### config.mk
export PLATFORM = sky130hd
export DESIGN_NAME = fir_interp_coeff_loader
export DESIGN_NICKNAME = d
export VERILOG_FILES = /design/src/rtl/fir_interp_coeff_loader.sv
export SDC_FILE = /design/constraint.sdc
export NUM_CORES = 1
export LEC_CHECK = 0
export ABC_AREA = 1
export CAP_MARGIN = 30
export CORE_ASPECT_RATIO = 0.5
export CORE_MARGIN = 2
export CORE_UTILIZATION = 40
export CTS_BUF_LIST = sky130_fd_sc_hd__clkbuf_8
export DETAILED_ROUTE_END_ITERATION = 8
export PLACE_DENSITY = 0.69
export SETUP_SLACK_MARGIN = 0.2
export SKIP_CTS_REPAIR_TIMING = 1
export SLEW_MARGIN = 20
export SYNTH_ARGS = -nofsm -noshare
export SYNTH_HDL_FRONTEND = slang
export SYNTH_SLANG_ARGS = --single-unit
export TNS_END_PERCENT = 5
### constraint.sdc
create_clock -name clk -period 2.75 [get_ports clk]
set_input_delay 0.6875 -clock clk [delete_from_list [all_inputs] [get_ports clk]]
set_output_delay 0.6875 -clock clk [all_outputs]
set_load 0.005 [all_outputs]
### src/rtl/fir_interp_coeff_loader.sv
// rtl/fir_interp_coeff_loader.sv - coefficient load, commit and settle sequencer for the polyphase FIR interpolator
// Optional trailing checksum beat enabled by defining COEFF_LOADER_CHECKSUM_EN.
module fir_interp_coeff_loader #(
    parameter int ORD        = 255,
    parameter int M          = 8,
    parameter int D          = 52,
    parameter int COEFF_SIZE = 16,
    localparam int NCOEF      = (ORD + 1) / 2,
    localparam int ADDR_W     = $clog2(NCOEF),
    localparam int SETTLE_CYC = (ORD + 3) * D,
    localparam int BEAT_W     = $clog2(NCOEF + 1),
    localparam int SETTLE_W   = $clog2(SETTLE_CYC + 1)
) (
    input  logic                  clk,
    input  logic                  rst,
    input  logic                  start,
    input  logic                  s_valid,
    output logic                  s_ready,
    input  logic [COEFF_SIZE-1:0] s_data,
    output logic                  c_we,
    output logic [ADDR_W-1:0]     c_addr,
    output logic [COEFF_SIZE-1:0] c_in,
    output logic                  busy,
    output logic                  out_valid,
    output logic                  done,
    output logic                  err
);

    if (M < 1 || (ORD % 2) == 0) begin : g_cfg_check
        $error("fir_interp_coeff_loader: M must be >= 1 and ORD must be odd");
    end

    localparam logic [BEAT_W-1:0]   BEAT_TAPS   = BEAT_W'(NCOEF);
    localparam logic [BEAT_W-1:0]   BEAT_LAST   = BEAT_W'(NCOEF - 1);
    localparam logic [SETTLE_W-1:0] SETTLE_LAST = SETTLE_W'(SETTLE_CYC - 1);
    localparam logic [SETTLE_W-1:0] SETTLE_TERM = SETTLE_W'(SETTLE_CYC);

    typedef enum logic [2:0] {
        S_IDLE,
        S_LOAD,
        S_COMMIT,
        S_SETTLE,
        S_RUN
    } state_t;

    state_t                state_q,     state_d;
    logic [BEAT_W-1:0]     beat_q,      beat_d;
    logic [SETTLE_W-1:0]   settle_q,    settle_d;
    logic [ADDR_W-1:0]     c_addr_q,    c_addr_d;
    logic [COEFF_SIZE-1:0] c_in_q,      c_in_d;
    logic                  s_ready_q,   s_ready_d;
    logic                  c_we_q,      c_we_d;
    logic                  busy_q,      busy_d;
    logic                  out_valid_q, out_valid_d;
    logic                  done_q,      done_d;
    logic                  accept;
`ifdef COEFF_LOADER_CHECKSUM_EN
    logic [COEFF_SIZE-1:0] sum_q,       sum_d;
    logic                  err_q,       err_d;
`endif

    always_comb begin
        state_d  = state_q;
        beat_d   = beat_q;
        settle_d = settle_q;
        c_addr_d = c_addr_q;
        c_in_d   = c_in_q;
        done_d   = 1'b0;
        accept   = s_valid && s_ready_q;
`ifdef COEFF_LOADER_CHECKSUM_EN
        sum_d    = sum_q;
        err_d    = err_q;
`endif

        case (state_q)
            S_LOAD: begin
                if (accept) begin
                    if (beat_q < BEAT_TAPS) begin
                        c_addr_d = beat_q[ADDR_W-1:0];
                        c_in_d   = s_data;
                        beat_d   = beat_q + 1'b1;
`ifdef COEFF_LOADER_CHECKSUM_EN
                        sum_d    = sum_q + s_data;
`else
                        if (beat_q == BEAT_LAST) begin
                            state_d = S_COMMIT;
                        end
`endif
                    end
`ifdef COEFF_LOADER_CHECKSUM_EN
                    // Checksum beat: never written to the filter, only compared.
                    else if (s_data == sum_q) begin
                        state_d = S_COMMIT;
                    end else begin
                        state_d = S_IDLE;
                        err_d   = 1'b1;
                    end
`endif
                end
            end
            S_COMMIT: begin
                state_d  = S_SETTLE;
                settle_d = '0;
            end
            S_SETTLE: begin
                if (settle_q == SETTLE_LAST) begin
                    state_d = S_RUN;
                    done_d  = 1'b1;
                end
                if (settle_q != SETTLE_TERM) begin
                    settle_d = settle_q + 1'b1;
                end
            end
            default: ;
        endcase

        // start takes priority over settle completion; ignored while LOAD/COMMIT own the filter port.
        if (start && (state_q == S_IDLE || state_q == S_SETTLE || state_q == S_RUN)) begin
            state_d  = S_LOAD;
            beat_d   = '0;
            c_addr_d = '0;
            c_in_d   = '0;
            done_d   = 1'b0;
`ifdef COEFF_LOADER_CHECKSUM_EN
            sum_d    = '0;
            err_d    = 1'b0;
`endif
        end

        s_ready_d   = (state_d == S_LOAD);
        c_we_d      = (state_d == S_LOAD) || (state_d == S_COMMIT);
        busy_d      = (state_d == S_LOAD) || (state_d == S_COMMIT) || (state_d == S_SETTLE);
        out_valid_d = (state_d == S_RUN);
    end

    always_ff @(posedge clk) begin
        if (rst) begin
            state_q     <= S_IDLE;
            beat_q      <= '0;
            settle_q    <= '0;
            c_addr_q    <= '0;
            c_in_q      <= '0;
            s_ready_q   <= 1'b0;
            c_we_q      <= 1'b0;
            busy_q      <= 1'b0;
            out_valid_q <= 1'b0;
            done_q      <= 1'b0;
`ifdef COEFF_LOADER_CHECKSUM_EN
            sum_q       <= '0;
            err_q       <= 1'b0;
`endif
        end else begin
            state_q     <= state_d;
            beat_q      <= beat_d;
            settle_q    <= settle_d;
            c_addr_q    <= c_addr_d;
            c_in_q      <= c_in_d;
            s_ready_q   <= s_ready_d;
            c_we_q      <= c_we_d;
            busy_q      <= busy_d;
            out_valid_q <= out_valid_d;
            done_q      <= done_d;
`ifdef COEFF_LOADER_CHECKSUM_EN
            sum_q       <= sum_d;
            err_q       <= err_d;
`endif
        end
    end

    assign s_ready   = s_ready_q;
    assign c_we      = c_we_q;
    assign c_addr    = c_addr_q;
    assign c_in      = c_in_q;
    assign busy      = busy_q;
    assign out_valid = out_valid_q;
    assign done      = done_q;
`ifdef COEFF_LOADER_CHECKSUM_EN
    assign err       = err_q;
`else
    assign err       = 1'b0;
`endif

endmodule

==> run metrics <==
TritonCTS clock tree=yes; Layout Skew=0.006579 ns; vias in the first global route=2089; Max Cap Viol=0; fmax=522.6 MHz; clock transition at the registers of the reported paths=0.10 ns; worst setup margin=0.8365 ns; Startpoint Class=input port; Bufs on Longest Clock Path=2; largest net degree at the start of global routing=29; Ys Warns=0; initial antenna violation count=0; #FFs+latches synth=53; Initial DRC Count=93; Setup violations, final=0; core area=0.006031 mm²; fin util=51.16%; clock power share=29.2%; Synth cell types=38; setup TNS=0 ns; required time of the critical path=3.01 ns; total track usage=16.16%; Post-synth top flop=dfxtp_1; hold_ws=0.4643 ns; DIE HEIGHT=59.64 µm; CTS Buf Count=5; Post-synth EDFFs=0; share of post-route cells with drive strength above 1=14.32%; register area share after synthesis=42.85%; Final Power=1.534 mW; H-tree depth=2; period utilization=69.58%; worst-path maximum fanout=27; Arr. time, crit path=2.17 ns; Slew Limit Fails=0; total grt overflow=0; critical path cell sequence=clkdlybuf4s50_1 -> nand3_1 -> nor2_4 -> buf_4 -> nand2_1 -> o21ai_0 -> and3b_1; die width=115.3 µm; min-delay worst type=reg -> reg; Root Driver=clkbuf_8; ys async rst share=0%; power share of the combinational group=18.0%; DP HPWL=3801 µm; Routed WL=5129 µm; IO Port Bufs=47; Rows=20; Placer Congestion=0.8316; element type at the critical path end=register; largest stage delay on the critical path=0.45 ns; status=complete, no violations; switching share of power=28.98%; Antenna Cells=0; DRC=0; PD cells=497.0 mW/mm²; P_sw=0.4444 mW; clk_lat worst skew=0.31 ns; RSZ-0062 raised after global routing=no; Cell Area, Synth=0.002476 mm²; slowest CP cell=clkdlybuf4s50_1; Internal=1.089 mW; cell count after synthesis=331; Via Count=2214; Leak=1.091 nW; I/O pins=49; post-DR wirelength/cell=11.03 µm; first-pass GRT wire length=8866 µm; fin cells=465; Layout area overhead=24.61%; die area=0.006874 mm²; post-layout min period=1.913 ns; final hold viol count=0; post-placement cell area=0.002995 mm²; Max VDD drop=0.0002308 V; initial core utilization=41.06%; CTS Sinks=53; dpl ws=0.4891 ns; Syn Nets=354; Final Cell Area=0.003085 mm²; kind of critical path=in -> reg; DRT antenna net count=0; Avg Inst Size Synth=7.481 µm²; Reg power frac=52.9%; Worst R2R Setup Slack=1.08 ns; placed cells=457; First-pass DRT Iterations=4; Final nets=399; via/cell ratio=4.761
[flip-flops by register name, indices dropped and copies added, names as in the netlist]
name	count
c_we	1
c_in	16
settle_q	14
beat_q	8
busy	1
s_ready	1
done	1
out_valid	1
state_q	3
c_addr	7
[logic make-up (layout without fill, tap and decap cells)]
kind of cell / Yosys count / in the layout / synth area share [%]
AO/OA/AOI/OAI: 52 / 52 / 12.08
XOR/XNOR: 4 / 4 / 1.415
adder cells (fa/ha/maj): 3 / 3 / 1.516
buffers and inverters: 49 / 95 / 9.146
flip-flops: 53 / 53 / 42.85
other: 1 / 1 / 0.1514
AND/OR/NAND/NOR: 169 / 169 / 32.84
[worst max-delay path: cells and delay by family]
family	cells	cell delay (ns)
and+or+nand+nor	4	0.56
AOI/OAI and AO/OA	1	0.17
buffers and inverters	2	0.75
[synthesized netlist by cell type, types with 2 or more instances]
| cell type | count | area share (%) |
|---|---|---|
| nor2_1 | 26 | 3.9 |
| inv_2 | 8 | 1.2 |
| buf_2 | 7 | 1.4 |
| xor2_1 | 3 | 1.1 |
| a211oi_1 | 3 | 0.91 |
| ha_1 | 3 | 1.5 |
| inv_1 | 26 | 3.9 |
| nor3b_2 | 2 | 1.0 |
| dfxtp_1 | 53 | 43 |
| a21oi_2 | 3 | 1.1 |
| clkinv_1 | 2 | 0.30 |
| nor2_2 | 6 | 1.5 |
| buf_6 | 4 | 1.8 |
| nor3_1 | 7 | 1.4 |
| nand2_1 | 76 | 12 |
| a21oi_1 | 34 | 6.9 |
| nor2_4 | 2 | 0.91 |
| nand2_2 | 13 | 3.3 |
| o21ai_0 | 6 | 1.2 |
| nand3_1 | 26 | 5.3 |
| nand3_2 | 4 | 1.6 |
[power by group through the flow]
stage / combinational [mW] / clock (mW) / sequential, mW
2_1_floorplan: 0.188 / 0 / 0.829
3_3_place_gp: 0.275 / 0 / 0.828
3_5_place_dp: 0.279 / 0 / 0.829
4_1_cts: 0.280 / 0.464 / 0.811
5_1_grt: 0.310 / 0.493 / 0.814
6_report: 0.276 / 0.447 / 0.811
[layout by cell type, fill, tap and decap left out, types with 2 or more instances in the layout]
master	Yosys	final
ha_1	3	3
nor2_4	2	2
clkinv_1	2	2
nand2_1	76	76
a21oi_1	34	34
dfxtp_1	53	53
a21oi_2	3	3
nand3_2	4	4
a211oi_1	3	3
nor3b_2	2	2
nor2_2	6	6
o21ai_0	6	6
nor2_1	26	26
buf_4	1	4
nand3_1	26	26
nor3_1	7	7
clkdlybuf4s50_1	0	47
clkbuf_8	0	5
inv_2	8	8
nand2_2	13	13
xor2_1	3	3
inv_1	26	26
[layer usage]
| layer | part of all wire (%) | vias up | GRT usage, % |
|---|---|---|---|
| met5 | 0 | - | 0 |
| met4 | 1.2 | 0 | 4.475 |
| met3 | 3.3 | 7 | 3.783 |
| met2 | 48 | 33 | 28.99 |
| met1 | 48 | 1018 | 19.79 |
| li1 | - | 1156 | - |
[area by class of cell]
| type | instances | area, µm² |
|---|---|---|
| flip-flops and latches | 53 | 1061 |
| clock buffers | 5 | 68.82 |
| clock inverters | 3 | 21.27 |
| multi-input cells | 229 | 1189 |
| repair buffers | 51 | 500.5 |
| fillers | 595 | 2945 |
| inverters | 36 | 135.1 |
| well taps | 88 | 110.1 |
[worst paths after layout]
check / startpoint / end / depth (start not counted)
setup reg to reg: settle_q[8]$_SDFFE_PP0P_ / settle_q[4]$_SDFFE_PP0P_ / 8
hold / removal: c_in[5]$_SDFFE_PP0P_ / c_in[5]$_SDFFE_PP0P_ / 2
hold reg to reg: c_in[5]$_SDFFE_PP0P_ / c_in[5]$_SDFFE_PP0P_ / 2
setup / recovery: s_valid / beat_q[6]$_SDFFE_PP0P_ / 7
No activity file was read; power rests on OpenSTA's default activity.
